## config.mk

```make
export PLATFORM = sky130hd
export DESIGN_NAME = track_sequencer
export DESIGN_NICKNAME = d
export VERILOG_FILES = /design/src/rtl/track_sequencer.sv
export SDC_FILE = /design/constraint.sdc
export NUM_CORES = 1
export LEC_CHECK = 0
export BUFFER_PORTS_ARGS = -buffer_cell sky130_fd_sc_hd__clkbuf_2
export CORE_MARGIN = 4
export CORE_UTILIZATION = 54
export DETAILED_ROUTE_END_ITERATION = 7
export HOLD_SLACK_MARGIN = 0.12
export PLACE_DENSITY = 0.79
export SLEW_MARGIN = 20
export SYNTH_ARGS = -nofsm -noshare
export SYNTH_HDL_FRONTEND = slang
export SYNTH_SLANG_ARGS = --single-unit
```

## constraint.sdc

```tcl
create_clock -name clk4mhz -period 2.3 [get_ports clk4mhz]
set_clock_uncertainty 0.15 [all_clocks]
set_input_delay 0.575 -clock clk4mhz [delete_from_list [all_inputs] [get_ports clk4mhz]]
set_output_delay 0.575 -clock clk4mhz [all_outputs]
set_load 0.1 [all_outputs]
```

## src/rtl/track_sequencer.sv

```systemverilog
// Pan/tilt sequencer: turns per-field target detections into azimuth and
// elevation motor drive, sequencing search sweep, acquisition, closed-loop
// tracking and coast-on-loss. All state advances on the clock edge that ends
// the vsync rising-edge cycle; outputs hold between field edges.
module track_sequencer #(
    parameter int CENTER_COL   = 120,
    parameter int CENTER_LINE  = 131,
    parameter int DEAD_COL     = 4,
    parameter int DEAD_LINE    = 4,
    parameter int FAST_COL     = 28,
    parameter int FAST_LINE    = 30,
    parameter int ACQ_FIELDS   = 3,
    parameter int LOST_FIELDS  = 15,
    parameter int SWEEP_FIELDS = 60
) (
    input  logic       clk4mhz,
    input  logic       reset,
    input  logic       en,
    input  logic       vsync,
    input  logic       target_valid,
    input  logic [8:0] target_column,
    input  logic [8:0] target_line,
    output logic       az_en,
    output logic       az_dir,
    output logic       az_fast,
    output logic       el_en,
    output logic       el_dir,
    output logic       el_fast,
    output logic       locked,
    output logic [2:0] state
);

    typedef enum logic [2:0] {
        IDLE    = 3'd0,
        SEARCH  = 3'd1,
        ACQUIRE = 3'd2,
        TRACK   = 3'd3,
        COAST   = 3'd4
    } trackState_t;

    localparam logic [8:0]  CENTER_COL_9   = 9'(CENTER_COL);
    localparam logic [8:0]  CENTER_LINE_9  = 9'(CENTER_LINE);
    localparam logic [9:0]  DEAD_COL_10    = 10'(DEAD_COL);
    localparam logic [9:0]  DEAD_LINE_10   = 10'(DEAD_LINE);
    localparam logic [9:0]  FAST_COL_10    = 10'(FAST_COL);
    localparam logic [9:0]  FAST_LINE_10   = 10'(FAST_LINE);
    localparam logic [7:0]  ACQ_FIELDS_8   = 8'(ACQ_FIELDS);
    localparam logic [7:0]  LOST_FIELDS_8  = 8'(LOST_FIELDS);
    localparam logic [7:0]  SWEEP_FIELDS_8 = 8'(SWEEP_FIELDS);

    // Counters stick at full scale instead of wrapping back to zero.
    function automatic logic [7:0] satInc(input logic [7:0] cnt);
        return (cnt == 8'hFF) ? cnt : cnt + 8'd1;
    endfunction

    // Signed pixel error of a 9-bit position against its boresight.
    function automatic logic signed [9:0] fieldError(input logic [8:0] pos,
                                                     input logic [8:0] center);
        return $signed({1'b0, pos}) - $signed({1'b0, center});
    endfunction

    // Magnitude of a signed error; the error range never reaches -512.
    function automatic logic [9:0] absErr(input logic signed [9:0] err);
        return err[9] ? $unsigned(-err) : $unsigned(err);
    endfunction

    trackState_t curState;
    trackState_t nextState;

    logic        vsyncQ;
    logic        fieldEdge;

    logic [7:0]  hitCnt;
    logic [7:0]  missCnt;
    logic [7:0]  sweepCnt;
    logic [7:0]  hitNext;
    logic [7:0]  missNext;
    logic [7:0]  sweepNext;
    logic [7:0]  hitInc;
    logic [7:0]  missInc;
    logic [7:0]  sweepInc;

    logic        azEnNext;
    logic        azDirNext;
    logic        azFastNext;
    logic        elEnNext;
    logic        elDirNext;
    logic        elFastNext;

    logic        driveTrack;
    logic        driveSearch;
    logic        driveOff;

    logic signed [9:0] errCol;
    logic signed [9:0] errLine;
    logic [9:0]  absCol;
    logic [9:0]  absLine;
    logic        trkAzEn;
    logic        trkAzDir;
    logic        trkAzFast;
    logic        trkElEn;
    logic        trkElDir;
    logic        trkElFast;

    assign fieldEdge = vsync & ~vsyncQ;
    assign hitInc    = satInc(hitCnt);
    assign missInc   = satInc(missCnt);
    assign sweepInc  = satInc(sweepCnt);

    // Closed-loop drive derived from the current target position.
    always_comb begin
        errCol    = fieldError(target_column, CENTER_COL_9);
        errLine   = fieldError(target_line, CENTER_LINE_9);
        absCol    = absErr(errCol);
        absLine   = absErr(errLine);
        trkAzEn   = absCol > DEAD_COL_10;
        trkAzFast = absCol > FAST_COL_10;
        trkAzDir  = target_column < CENTER_COL_9;
        trkElEn   = absLine > DEAD_LINE_10;
        trkElFast = absLine > FAST_LINE_10;
        trkElDir  = target_line < CENTER_LINE_9;
    end

    // Next-state, counter and motor decisions; everything holds unless a
    // field edge arrives or tracking is disabled.
    always_comb begin
        nextState   = curState;
        hitNext     = hitCnt;
        missNext    = missCnt;
        sweepNext   = sweepCnt;
        azDirNext   = az_dir;
        elDirNext   = el_dir;
        driveTrack  = 1'b0;
        driveSearch = 1'b0;
        driveOff    = 1'b0;

        if (!en) begin
            nextState = IDLE;
            hitNext   = 8'd0;
            missNext  = 8'd0;
            sweepNext = 8'd0;
            driveOff  = 1'b1;
        end else if (fieldEdge) begin
            unique case (curState)
                IDLE: begin
                    nextState   = SEARCH;
                    sweepNext   = 8'd0;
                    driveSearch = 1'b1;
                end
                SEARCH: begin
                    if (target_valid) begin
                        hitNext = 8'd1;
                        if (ACQ_FIELDS_8 <= 8'd1) begin
                            nextState  = TRACK;
                            missNext   = 8'd0;
                            driveTrack = 1'b1;
                        end else begin
                            nextState = ACQUIRE;
                            driveOff  = 1'b1;
                        end
                    end else begin
                        driveSearch = 1'b1;
                        if (sweepInc >= SWEEP_FIELDS_8) begin
                            // End of a sweep leg: reverse azimuth.
                            azDirNext = ~az_dir;
                            sweepNext = 8'd0;
                        end else begin
                            sweepNext = sweepInc;
                        end
                    end
                end
                ACQUIRE: begin
                    if (target_valid) begin
                        hitNext = hitInc;
                        if (hitInc >= ACQ_FIELDS_8) begin
                            nextState  = TRACK;
                            missNext   = 8'd0;
                            driveTrack = 1'b1;
                        end else begin
                            driveOff = 1'b1;
                        end
                    end else begin
                        nextState   = SEARCH;
                        hitNext     = 8'd0;
                        sweepNext   = 8'd0;
                        driveSearch = 1'b1;
                    end
                end
                TRACK: begin
                    if (target_valid) begin
                        missNext   = 8'd0;
                        driveTrack = 1'b1;
                    end else begin
                        nextState = COAST;
                        missNext  = 8'd1;
                        driveOff  = 1'b1;
                    end
                end
                COAST: begin
                    if (target_valid) begin
                        nextState  = TRACK;
                        missNext   = 8'd0;
                        driveTrack = 1'b1;
                    end else begin
                        missNext = missInc;
                        if (missInc >= LOST_FIELDS_8) begin
                            // Azimuth direction is kept so the sweep heads
                            // toward where the target was last seen.
                            nextState   = SEARCH;
                            sweepNext   = 8'd0;
                            driveSearch = 1'b1;
                        end else begin
                            driveOff = 1'b1;
                        end
                    end
                end
                default: begin
                    nextState = IDLE;
                    driveOff  = 1'b1;
                end
            endcase
        end
    end

    // Motor outputs selected by the decision above; directions only change
    // under closed-loop drive or a sweep reversal.
    always_comb begin
        azEnNext   = az_en;
        azFastNext = az_fast;
        elEnNext   = el_en;
        elFastNext = el_fast;
        if (driveTrack) begin
            azEnNext   = trkAzEn;
            azFastNext = trkAzFast;
            elEnNext   = trkElEn;
            elFastNext = trkElFast;
        end else if (driveSearch) begin
            azEnNext   = 1'b1;
            azFastNext = 1'b0;
            elEnNext   = 1'b0;
            elFastNext = 1'b0;
        end else if (driveOff) begin
            azEnNext   = 1'b0;
            azFastNext = 1'b0;
            elEnNext   = 1'b0;
            elFastNext = 1'b0;
        end
    end

    // State, counters, vsync history and registered motor outputs.
    always_ff @(posedge clk4mhz) begin
        if (reset) begin
            curState <= IDLE;
            vsyncQ   <= 1'b1;
            hitCnt   <= 8'd0;
            missCnt  <= 8'd0;
            sweepCnt <= 8'd0;
            az_en    <= 1'b0;
            az_dir   <= 1'b0;
            az_fast  <= 1'b0;
            el_en    <= 1'b0;
            el_dir   <= 1'b0;
            el_fast  <= 1'b0;
        end else begin
            curState <= nextState;
            vsyncQ   <= vsync;
            hitCnt   <= hitNext;
            missCnt  <= missNext;
            sweepCnt <= sweepNext;
            az_en    <= azEnNext;
            az_dir   <= (driveTrack) ? trkAzDir : azDirNext;
            az_fast  <= azFastNext;
            el_en    <= elEnNext;
            el_dir   <= (driveTrack) ? trkElDir : elDirNext;
            el_fast  <= elFastNext;
        end
    end

    assign locked = (curState == TRACK) || (curState == COAST);
    assign state  = curState;

endmodule
```

-- Yosys cells after proc, flatten, opt, wreduce, memory -nomap -nowiden
Index checks and enable logic that the tools add are counted.
- flip-flop bits (word level): 34
- input port bits: 23
- output and inout bits: 10
- logic and storage cells: 125
- $add $sub $neg: 7
- $lt $le $gt $ge: 9
- equality and inequality tests: 18
- muxes and demuxes: 58
- bitwise gates (word level): 4
- reductions and logical operators: 18
- operators by type and width (kind ; count):
    8-bit two-way mux ; 13
    8-bit one-hot mux with 4 select lines ; 1
    1-bit two-way mux ; 30
    8-bit by 1-bit adder with 8-bit output (second input constant) ; 3
    8-bit == test (second input constant) ; 3
    8-bit one-hot mux with 3 select lines ; 1
    10-bit by 3-bit > comparator with 1-bit output (second input constant) ; 2
    10-bit by 5-bit > comparator with 1-bit output (second input constant) ; 2
    10-bit two-way mux ; 2
    10-bit negator ; 2
    3-bit two-way mux ; 6
    2-bit inequality test (second input constant) ; 8
    8-bit one-hot mux with 2 select lines ; 1
    3-bit one-hot mux with 5 select lines ; 1
    5-bit AND reduction ; 2
    2-bit nonzero test ; 5
    9-bit by 7-bit subtractor with 10-bit output (second input constant) ; 1
    9-bit by 8-bit subtractor with 10-bit output (second input constant) ; 1
    9-bit by 7-bit < comparator with 1-bit output (second input constant) ; 1
    9-bit by 8-bit < comparator with 1-bit output (second input constant) ; 1
    8-bit by 2-bit greater-or-equal comparator with 1-bit output (second input constant) ; 1
    8-bit by 4-bit greater-or-equal comparator with 1-bit output (second input constant) ; 1
    8-bit by 6-bit greater-or-equal comparator with 1-bit output (second input constant) ; 1
    3-bit by 2-bit == test with 1-bit output (second input constant) ; 2
    other kinds (17) ; 23

-- Depth between registers and ports, before layout
Gate-level depths: netlist of the first run.
- depth after elaboration: 11
- gate-level depth with buffers: 10
- depth with buffers taken out: 8

-- Least setup slack after synthesis of the first run
OpenSTA, ideal clock, no wires.
- kind: register to register
- start: register curState[2] (netlist: state[2])
- end: register missCnt[4]
- setup time: 0.086 ns
- arrival time: 3.310 ns
- required time: 2.064 ns
- path slack: -1.247 ns
- stages on the path, launching flop included: 11
- path buffers: 2
- clock period less this slack: 3.547 ns
- cells stage by stage: dfxtp_1 buf_2 inv_1 nor3_1 a21oi_1 inv_1 a31oi_1 a211oi_1 buf_4 nand4_1 a221oi_2
- word-level cells in the longest chain between the ends: 3
- elaborated cells on any way between the ends: 8
- classes of those cells: 5 x eq/ne; 1 x mux; 2 x reduce/logical
- ends and longest elaborated chain (item ; line ; text):
    start, declared ; 67 ; trackState_t curState;
    start signal, assigned ; 265 ; curState <= nextState;
    3-bit by 2-bit == test with 1-bit output or 3-bit == test (tied branches) ; 144 ; unique case (curState)
    2-bit inequality test (no source line) or 3-bit nonzero test (tied branches) ; -- ;
    4-bit AND reduction (no source line) ; -- ;
    end signal, assigned ; 268 ; missCnt <= missNext;
    end, declared ; 74 ; logic [7:0] missCnt;
Several ways; a longest one is shown, not always the timed one.
A chain may end at the register's enable or synchronous reset.

-- Final worst setup path of the first run
- start: register missCnt[1]
- end: register sweepCnt[0]
- word-level cells in the longest chain between the ends: 5
- elaborated cells on any way between the ends: 6
- classes of those cells: 1 x add/sub; 1 x order compare; 2 x eq/ne; 1 x mux; 1 x reduce/logical
- ends and longest elaborated chain (item ; line ; text):
    8-bit by 1-bit adder with 8-bit output or 8-bit == test (tied branches) ; 53 ; return (cnt == 8'hFF) ? cnt : cnt + 8'd1;
    8-bit two-way mux (*) ; 53 ;
    8-bit by 4-bit greater-or-equal comparator with 1-bit output (*) ; 206 ; if (missInc >= LOST_FIELDS_8) begin
    2-bit inequality test (no source line) (*) ; -- ;
    6-bit AND reduction (no source line) (*) ; -- ;
    end signal, assigned ; 269 ; sweepCnt <= sweepNext;
    end, declared ; 75 ; logic [7:0] sweepCnt;
Mark *: on every way between the ends. The rest lies on a longest branch, timed or not.

==> impl_metrics.json, run 1 <==
{
  "run_status": "complete, but fails checks",
  "violated_checks": "negative setup slack",
  "kind_of_capture_point_of_the_worst_setup_path": "flop",
  "ys_seq_elements": 34,
  "post_layout_nonfiller_instances": 577,
  "power.combinational.fraction": 0.216,
  "path_max_fanout": 7,
  "netlist_instances": 394,
  "synth_flop_cell": "dfxtp_1",
  "synth_top_family_by_area": "compound AO/OA/AOI/OAI gates",
  "fp.dieH_um": 82.1,
  "dp_worst_setup_slack_ns": -0.279,
  "synth_compound_area_frac": 0.349,
  "place_inst": 542,
  "dp_hpwl_um": 6090,
  "fraction_of_final_layout_cells_with_drive_strength_greater_than_1": 0.440,
  "syn_area_um2": 2960,
  "cap_viol_max_count": 0,
  "cts-hold-fix-buffers": 0,
  "fp.dieW_um": 82.1,
  "antenna_found_initial": 0,
  "power-per-cell-area_nw_per_um2": 325,
  "dr_total_vias": 3880,
  "setup.worst_path.start_class": "flop",
  "synth_cell_types": 73,
  "yosysWarningCount": 0,
  "synth_adder_area_share": 0.0296,
  "leakage_nw": 1.61,
  "holdCritPathClass": "reg2reg",
  "place_congestion": 0.931,
  "timing_worst_slew_pin_value_ns": 0.612,
  "synth_top_cells_by_area": "dfxtp_1 23%, a21oi_1 6.1%, nand2_1 4.7%",
  "die-area_um2": 6730,
  "setup_violations": 21,
  "rows": 26,
  "buffer_ports.inserted": 32,
  "synth_top_cell_area_share": 0.230,
  "ant_diodes": 0,
  "maxSlewHeadroom": 0.590,
  "numClockSinks": 34,
  "hold_viol": 0,
  "setup_ws_ns": -0.133,
  "detail-route-antenna-nets": 0,
  "timing.critical_path.required_ns": 2.36,
  "unrepaired_setup_endpoints_after_global_routing": "yes",
  "power.internal_mw": 1.03,
  "area_growth_pct": 48.3,
  "drv_slew": 0,
  "synth_commonest_cells": "37 x nand2_1, 36 x a21oi_1, 34 x dfxtp_1",
  "power.share.switching": 0.281,
  "cts.reportedPaths.clkPinSlew_ns": 0.07,
  "htree_num_levels": 2,
  "critPathArrivalTime_ns": 2.49,
  "num_io_pins": 33,
  "synth_fp_nets": 424,
  "routed_wire_length_per_instance_um": 19.7,
  "cts-buffers-inserted": 5,
  "synth_most_common_cell": "nand2_1",
  "yosysTopAreaCell": "dfxtp_1",
  "peakVddDrop_uv": 341,
  "route.detailed.vias_per_inst": 6.72,
  "floorplan.initialDensity": 0.569,
  "gr-usage-all-layers": 0.279,
  "number_of_design_rule_violations_left_by_the_first_detailed_router_iteration": 506,
  "synth_mux_area_frac": 0.0224,
  "synth_sequential_area_ratio": 0.230,
  "p_sw_uw": 402,
  "final_min_period_over_clock_period": 1.06,
  "synth-xor-area-share": 0.0325,
  "post_synth.cell_area_avg_um2": 7.52,
  "finalWorstPathRequiredPeriod_ns": 2.43,
  "final_nets": 536,
  "drcViolationCount": 0,
  "maximum_number_of_pins_on_one_net_before_global_route_repair": 20,
  "cts_root_buf": "clkbuf_8",
  "clock_latency_ns": 0.29,
  "timing.fmax_mhz": 411,
  "floorplan.core_area_um2": 5200,
  "pwr-share-seq": 0.412,
  "tritoncts": "done",
  "ctsLongestPathBuffers": 2,
  "drt-total-wl_um": 11400,
  "synth_enable_flop_cells": 0,
  "path_class": "reg2reg",
  "drtPass1Iterations": 6,
  "synth_simple_gate_area_frac": 0.281,
  "globalRouteOverflowTotal": 0,
  "grt_pass1_wl_um": 15000,
  "async_set_or_reset_flop_fraction_in_the_synthesized_netlist": 0,
  "via_count_of_the_first_global_routing_pass": 3374,
  "power.clock.fraction": 0.371
}
-- power by group through the flow --
stage / Clock, mW / Sequential (mW) / Combinational, mW
after floorplan: 0 / 0.608 / 0.144
after global placement: 0 / 0.602 / 0.260
after detailed placement: 0 / 0.602 / 0.267
after CTS: 0.531 / 0.588 / 0.271
after global routing: 0.554 / 0.588 / 0.332
final: 0.530 / 0.588 / 0.309
-- per-stage QoR --
stage | instance area [µm²] | hold slack [ns] | utilization | power (mW) | setup TNS [ns]
2_1_floorplan | 3070 | 0.289 | - | 0.751 | -1.27
4_1_cts | 4020 | 0.323 | 0.772 | 1.39 | -0.335
3_3_place_gp | 3740 | 0.302 | 0.719 | 0.862 | -2.24
5_1_grt | 4390 | 0.344 | 0.844 | 1.47 | -3.04
3_5_place_dp | 3740 | 0.309 | 0.719 | 0.869 | -2.61
6_report | 4390 | 0.333 | 0.844 | 1.43 | -1.51
-- worst max-delay path, cell delays in order, from the launching register on --
cell	delay (ns)
dfxtp_2	0.37
ha_4	0.15
and4_4	0.25
nand2_4	0.06
mux2_4	0.32
o41ai_4	0.26
a21oi_2	0.17
buf_6	0.17
buf_6	0.12
nand2b_1	0.15
a21oi_1	0.18
-- cell families after synthesis --
logic type / Yosys count
AND/OR/NAND/NOR: 152
XOR/XNOR: 11
AO/OA/AOI/OAI: 145
flip-flops: 34
buffers and inverters: 39
multiplexers: 6
adder cells (fa/ha/maj): 7
-- sequential cells by signal, summed over array words and instances, names as in the netlist --
register  flops
az_fast       1
az_dir        1
missCnt       8
az_en         1
el_en         1
el_dir        1
state         3
hitCnt        8
vsyncQ        1
el_fast       1
sweepCnt      8
-- final cells by class --
| type | count | area, µm² |
|---|---|---|
| clock buffer | 8 | 110 |
| sequential | 34 | 702 |
| fill | 261 | 812 |
| inverter | 11 | 47.5 |
| tap | 70 | 87.6 |
| timing repair buffer | 132 | 980 |
| multi-input combinational | 322 | 2470 |
-- layer usage --
layer | wire [µm] | global-route usage
met5 | 0 | 0
met4 | 461 | 0.0980
met3 | 1070 | 0.0406
met2 | 5390 | 0.493
met1 | 4460 | 0.343
-- worst paths after layout --
check                          start                  endpoint  slack, ns  cells past startpoint
max          missCnt[1]$_SDFFE_PP0P_  sweepCnt[0]$_SDFFE_PP0P_      -0.13                     10
min             az_fast$_SDFFE_PP0P_      az_fast$_SDFFE_PP0P_       0.33                      1
max reg2reg  missCnt[1]$_SDFFE_PP0P_  sweepCnt[0]$_SDFFE_PP0P_      -0.13                     10
min reg2reg     az_fast$_SDFFE_PP0P_      az_fast$_SDFFE_PP0P_       0.33                      1
-- placed cells by master, fill, tap and decap left out, types with 9 or more instances in the layout --
master | synthesis | layout
buf_4 | 3 | 88
nand2_1 | 37 | 35
clkbuf_2 | 0 | 31
a21oi_1 | 36 | 26
dfxtp_1 | 34 | 23
o21ai_0 | 24 | 22
nor2_1 | 19 | 19
nor3_1 | 18 | 17
nand3_1 | 13 | 13
buf_6 | 0 | 11
a21oi_2 | 3 | 10
inv_1 | 11 | 9
nand4_1 | 9 | 9
-- what timing repair did --
action,CTS,global route
resized for setup,23,51
buffers inserted,6,22
pin swaps,15,33
setup endpoints to repair,21,23
endpoints found under the hold margin,0,0
cloned,1,0
Power figures use the tool's default switching activity.
==> inputs of run 2 (changes only) <==
--- a/config.mk
+++ b/config.mk
@@ -6,11 +6,13 @@
 export NUM_CORES = 1
 export LEC_CHECK = 0
 export BUFFER_PORTS_ARGS = -buffer_cell sky130_fd_sc_hd__clkbuf_2
+export CELL_PAD_IN_SITES_DETAIL_PLACEMENT = 0
+export CELL_PAD_IN_SITES_GLOBAL_PLACEMENT = 1
 export CORE_MARGIN = 4
-export CORE_UTILIZATION = 54
+export CORE_UTILIZATION = 39
 export DETAILED_ROUTE_END_ITERATION = 7
 export HOLD_SLACK_MARGIN = 0.12
-export PLACE_DENSITY = 0.79
+export PLACE_DENSITY = 0.78
 export SLEW_MARGIN = 20
 export SYNTH_ARGS = -nofsm -noshare
 export SYNTH_HDL_FRONTEND = slang
==> impl_metrics.json, run 2 (synthesized netlist as in run 1, its figures left out) <==
{
  "run_status": "complete, but fails checks",
  "violated_checks": "negative setup slack",
  "timing.rr.start": "hitCnt[0]$_SDFFE_PP0P_",
  "final_min_period_over_clock_period": 1.05,
  "num_io_pins": 33,
  "drv_slew": 0,
  "drcViolationCount": 0,
  "globalRouteOverflowTotal": 0,
  "unrepaired_setup_endpoints_after_global_routing": "yes",
  "finalInstanceArea_um2": 4350,
  "dr_total_vias": 3489,
  "path_class": "reg2reg",
  "cts.reportedPaths.clkPinSlew_ns": 0.07,
  "rrSetupSlack_ns": -0.10,
  "power.share.switching": 0.296,
  "tritoncts": "done",
  "cts_root_buf": "clkbuf_8",
  "pwr-share-seq": 0.447,
  "layout.cells.most_common_list": "96 x buf_4, 35 x nand2_1, 31 x clkbuf_2, 28 x a21oi_1",
  "drtPass1Iterations": 4,
  "place_congestion": 0.890,
  "die-area_um2": 9050,
  "timing_worst_slew_pin_value_ns": 0.554,
  "finalWorstPathRequiredPeriod_ns": 2.40,
  "kind_of_capture_point_of_the_worst_setup_path": "flop",
  "critPathArrivalTime_ns": 2.46,
  "dp_hpwl_um": 6490,
  "route.detailed.vias_per_inst": 5.71,
  "reg.largest.list": "hitCnt (8), missCnt (8), sweepCnt (8)",
  "dp_worst_setup_slack_ns": -0.416,
  "holdCritStartpoint": "sweepCnt[7]$_SDFFE_PP0P_",
  "hold_viol": 0,
  "floorplan.initialDensity": 0.404,
  "timing.critical_path.required_ns": 2.36,
  "setup.worst_path.start_class": "flop",
  "placedInstanceArea_um2": 3860,
  "leakage_nw": 1.62,
  "fraction_of_final_layout_cells_with_drive_strength_greater_than_1": 0.426,
  "number_of_design_rule_violations_left_by_the_first_detailed_router_iteration": 150,
  "setup-tns-final_ns": -0.840,
  "buffer_ports.inserted": 32,
  "grt_pass1_wl_um": 14400,
  "cts-hold-fix-buffers": 0,
  "holdCritPathClass": "reg2reg",
  "fill_cells": 661,
  "numClockSinks": 34,
  "reg2reg_to": "missCnt[4]$_SDFFE_PP0P_",
  "ctsLongestPathBuffers": 2,
  "setup_ws_ns": -0.105,
  "floorplan.core_area_um2": 7330,
  "antenna_found_initial": 0,
  "ant_diodes": 0,
  "power-per-cell-area_nw_per_um2": 302,
  "power.total_mw": 1.31,
  "p_sw_uw": 388,
  "rows": 31,
  "detail-route-antenna-nets": 0,
  "path_max_fanout": 11,
  "power.internal_uw": 922,
  "drt-total-wl_um": 9060,
  "maxSlewHeadroom": 0.631,
  "peakVddDrop_uv": 243,
  "power.clock.fraction": 0.336,
  "fp.dieW_um": 95.1,
  "fp.dieH_um": 95.1,
  "cts-buffers-inserted": 5,
  "htree_num_levels": 2,
  "cap_viol_max_count": 0,
  "via_count_of_the_first_global_routing_pass": 3280,
  "power.combinational.fraction": 0.217,
  "final_nets": 541,
  "maximum_number_of_pins_on_one_net_before_global_route_repair": 14,
  "endpoint_with_the_worst_hold_slack": "sweepCnt[7]$_SDFFE_PP0P_",
  "hold-path-cell-count": 2,
  "clock_latency_ns": 0.29,
  "setup_violations": 15,
  "final_common_cell": "buf_4",
  "worstRegToRegCells": 10,
  "area_growth_pct": 46.7,
  "gr-usage-all-layers": 0.195,
  "routed_wire_length_per_instance_um": 14.8,
  "timing.fmax_mhz": 416
}
[run 2: timing repair]
action,CTS,global route
resized for setup,23,36
pin swaps,14,25
setup endpoints to repair,17,25
buffers inserted,6,17
[run 2: routing by layer]
layer / GRT usage / share of wire / wire (µm) / vias to the layer above
met2: 0.345 / 0.51 / 4580 / 70
met1: 0.239 / 0.45 / 4040 / 1662
met5: 0 / 0 / 0 / -
met3: 0.0284 / 0.034 / 306 / 12
met4: 0.0721 / 0.014 / 127 / 0
li1: - / - / - / 1745
[run 2: critical path, stage by stage (launching register included)]
cell      delay [ns]
dfxtp_4         0.36
ha_4            0.17
a21bo_2         0.22
mux2i_2         0.23
a31oi_4         0.15
nor4_4          0.26
buf_4           0.19
a211oi_4        0.07
buf_12          0.15
buf_4           0.13
a221oi_2        0.24
[run 2: cell type report]
| cell class | count | area (µm²) | share of cell area |
|---|---|---|---|
| Clock inverter | 2 | 10.0 | 0.00230 |
| Clock buffer | 6 | 72.6 | 0.0167 |
| Inverter | 11 | 45.0 | 0.0104 |
| Tap cell | 99 | 124 | 0.0285 |
| Timing Repair Buffer | 138 | 1020 | 0.234 |
| Multi-Input combinational cell | 321 | 2370 | 0.545 |
| Sequential cell | 34 | 709 | 0.163 |
[run 2: worst max path at each step]
stage / from / to / slack, ns / cells after the start
floorplan: state[1]$_SDFFE_PP0P_ / missCnt[4]$_SDFFE_PP0P_ / -0.19 / 8
global placement: target_line[1] / el_en$_SDFFE_PP0P_ / -0.30 / 10
detailed placement: hitCnt[0]$_SDFFE_PP0P_ / missCnt[4]$_SDFFE_PP0P_ / -0.42 / 8
CTS: missCnt[0]$_SDFFE_PP0P_ / el_en$_SDFFE_PP0P_ / -0.05 / 8
global route: hitCnt[0]$_SDFFE_PP0P_ / el_en$_SDFFE_PP0P_ / -0.20 / 10
finish: hitCnt[0]$_SDFFE_PP0P_ / missCnt[4]$_SDFFE_PP0P_ / -0.10 / 10
[run 2: through the flow]
| stage | hold WS (ns) | util | instances |
|---|---|---|---|
| floorplan | 0.289 | - | 394 |
| global placement | 0.296 | 0.527 | 583 |
| detailed placement | 0.298 | 0.527 | 583 |
| CTS | 0.312 | 0.558 | 597 |
| global route | 0.356 | 0.593 | 611 |
| finish | 0.325 | 0.593 | 611 |
[run 2: power groups by stage]
stage | clock network [mW] | registers [mW] | logic, mW
final | 0.440 | 0.585 | 0.285
after global placement | 0 | 0.601 | 0.263
after CTS | 0.448 | 0.588 | 0.271
after floorplan | 0 | 0.608 | 0.144
after detailed placement | 0 | 0.601 | 0.268
after global routing | 0.471 | 0.585 | 0.312
==> inputs of run 3 (changes only) <==
--- a/config.mk
+++ b/config.mk
@@ -12,6 +12,7 @@
 export CORE_UTILIZATION = 39
 export DETAILED_ROUTE_END_ITERATION = 7
 export HOLD_SLACK_MARGIN = 0.12
+export MAX_ROUTING_LAYER = met4
 export PLACE_DENSITY = 0.78
 export SLEW_MARGIN = 20
 export SYNTH_ARGS = -nofsm -noshare
==> impl_metrics.json, run 3 (synthesized netlist as in run 1, its figures left out) <==
{
  "p_sw_uw": 396,
  "numClockSinks": 34,
  "number_of_design_rule_violations_left_by_the_first_detailed_router_iteration": 160,
  "power.share.switching": 0.288,
  "finalInstanceArea_um2": 4230,
  "drcViolationCount": 0,
  "gr-usage-all-layers": 0.204,
  "drtPass1Iterations": 4,
  "route.detailed.vias_per_inst": 5.71,
  "tritoncts": "done",
  "maximum_number_of_pins_on_one_net_before_global_route_repair": 14,
  "cp_slowest_cell": "a2111oi_4",
  "ant_diodes": 0,
  "finalWorstPathRequiredPeriod_ns": 2.38,
  "final_min_period_over_clock_period": 1.04,
  "power-per-cell-area_nw_per_um2": 326,
  "detail-route-antenna-nets": 0,
  "cts-buffers-inserted": 5,
  "timing.fmax_mhz": 420,
  "timing.critical_path.depth": 9,
  "violated_checks": "negative setup slack",
  "critical-path-top-delay-family": "compound AO/OA/AOI/OAI gates",
  "setup_violations": 8,
  "placedInstanceArea_um2": 3870,
  "critical_path.cell_chain": "buf_6 > and3_4 > nor3_1 > a31oi_2 > nor4_4 > buf_4 > a221o_1 > a2111oi_4 > o2bb2ai_1",
  "power.combinational.fraction": 0.201,
  "htree_num_levels": 2,
  "worstRegToRegCells": 9,
  "timing.hold.ws_ns": 0.313,
  "maxSlewHeadroom": 0.591,
  "fraction_of_final_layout_cells_with_drive_strength_greater_than_1": 0.408,
  "timing.critical_path.required_ns": 2.38,
  "peakVddDrop_uv": 197,
  "power.clock.fraction": 0.375,
  "clock_latency_ns": 0.29,
  "worst_setup_path_startpoint": "hitCnt[0]$_SDFFE_PP0P_",
  "holdCritPathClass": "reg2reg",
  "antenna_found_initial": 0,
  "drv_slew": 0,
  "via_count_of_the_first_global_routing_pass": 3250,
  "kind_of_capture_point_of_the_worst_setup_path": "flop",
  "rows": 31,
  "cts_root_buf": "clkbuf_8",
  "cap_viol_max_count": 0,
  "timing.rr.start": "hitCnt[0]$_SDFFE_PP0P_",
  "path_max_fanout": 4,
  "grt_pass1_wl_um": 14700,
  "run_status": "complete, but fails checks",
  "fp.dieH_um": 95.1,
  "floorplan.core_area_um2": 7330,
  "routed_wire_length_per_instance_um": 14.5,
  "path_class": "reg2reg",
  "timing_worst_slew_pin_value_ns": 0.612,
  "critPathBufInv": 2,
  "rrSetupSlack_ns": -0.08,
  "fp.dieW_um": 95.1,
  "leakage_nw": 1.57,
  "drt-total-wl_um": 8760,
  "die-area_um2": 9050,
  "final_nets": 532,
  "cts.reportedPaths.clkPinSlew_ns": 0.08,
  "globalRouteOverflowTotal": 0,
  "place_congestion": 0.898,
  "pwr-share-seq": 0.424,
  "setup.worst_path.start_class": "flop",
  "reg.largest.list": "hitCnt (8), missCnt (8), sweepCnt (8)",
  "critical_path.max_stage_delay_ns": 0.41,
  "area_growth_pct": 42.8,
  "dp_hpwl_um": 6380,
  "hold-path-cell-count": 2,
  "ctsLongestPathBuffers": 2,
  "num_io_pins": 33,
  "critPathArrivalTime_ns": 2.46,
  "dr_total_vias": 3440,
  "holdCritStartpoint": "sweepCnt[7]$_SDFFE_PP0P_",
  "power.internal_uw": 981,
  "layout.cells.most_common_list": "92 x buf_4, 36 x nand2_1, 31 x clkbuf_2, 30 x a21oi_1",
  "buffer_ports.inserted": 32,
  "hold_viol": 0,
  "final_common_cell": "buf_4",
  "unrepaired_setup_endpoints_after_global_routing": "yes",
  "setup_ws_ns": -0.0817,
  "floorplan.initialDensity": 0.404
}
## run 3: cell types whose count changed in the layout (fill, tap and decap cells not counted), moves of 2 or more
cell,change
buf_4,-4
a211oi_1,-2
o21ai_1,-2
a211oi_2,+3
buf_6,-5
dfxtp_2,-3
a21oi_1,+2
dfxtp_1,+2
nand2_2,-2
o21ai_0,+2
## run 3: final cells by class
cell class	instances	area (µm²)
Inverter	11	47.5
Fill cell	660	3100
Multi-Input combinational cell	322	2330
Timing Repair Buffer	128	911
Clock inverter	2	10.0
Sequential cell	34	709
Tap cell	99	124
Clock buffer	6	93.8
## run 3: worst paths after layout
check | endpoint
worst min-delay path | sweepCnt[7]$_SDFFE_PP0P_
worst max register to register | el_en$_SDFFE_PP0P_
worst max-delay path | el_en$_SDFFE_PP0P_
worst min register to register | sweepCnt[7]$_SDFFE_PP0P_
## run 3: stage by stage
| step | total power [mW] | util | setup TNS, ns | worst slack [ns] | std cells |
|---|---|---|---|---|---|
| finish | 1.38 | 0.577 | -0.314 | -0.0817 | 602 |
| global route | 1.45 | 0.577 | -1.66 | -0.182 | 602 |
| CTS | 1.40 | 0.560 | -0.0791 | -0.0312 | 596 |
| detailed placement | 0.870 | 0.528 | -3.63 | -0.400 | 584 |
| global placement | 0.866 | 0.528 | -2.67 | -0.299 | 584 |
| floorplan | 0.751 | - | -1.27 | -0.191 | 394 |
## run 3: metal layers
metal / up-vias / part of all wire / track usage
met1: 1631 / 0.46 / 0.248
met3: 9 / 0.031 / 0.0260
li1: 1729 / - / -
met4: 0 / 0.012 / 0.0721
met5: - / 0 / -
met2: 71 / 0.50 / 0.347
## run 3: tightest hold or removal path, stage by stage (launching register included)
cell     delay, ns
dfxtp_1       0.31
inv_1         0.06
nor3_1        0.05
## run 3: what timing repair did
action                     in CTS  in global routing
hold buffers                    0                  0
gates resized for setup        25                 20
gates cloned                    1                  0
setup endpoints to repair      17                 23
setup buffers                   3                  6
pin swaps                      13                 17
## run 3: power groups by stage
stage               sequential [mW]  clock [mW]  combinational [mW]
floorplan                     0.608           0               0.144
global placement              0.601           0               0.265
detailed placement            0.601           0               0.269
CTS                           0.587       0.540               0.273
global route                  0.584       0.565               0.305
finish                        0.584       0.517               0.277
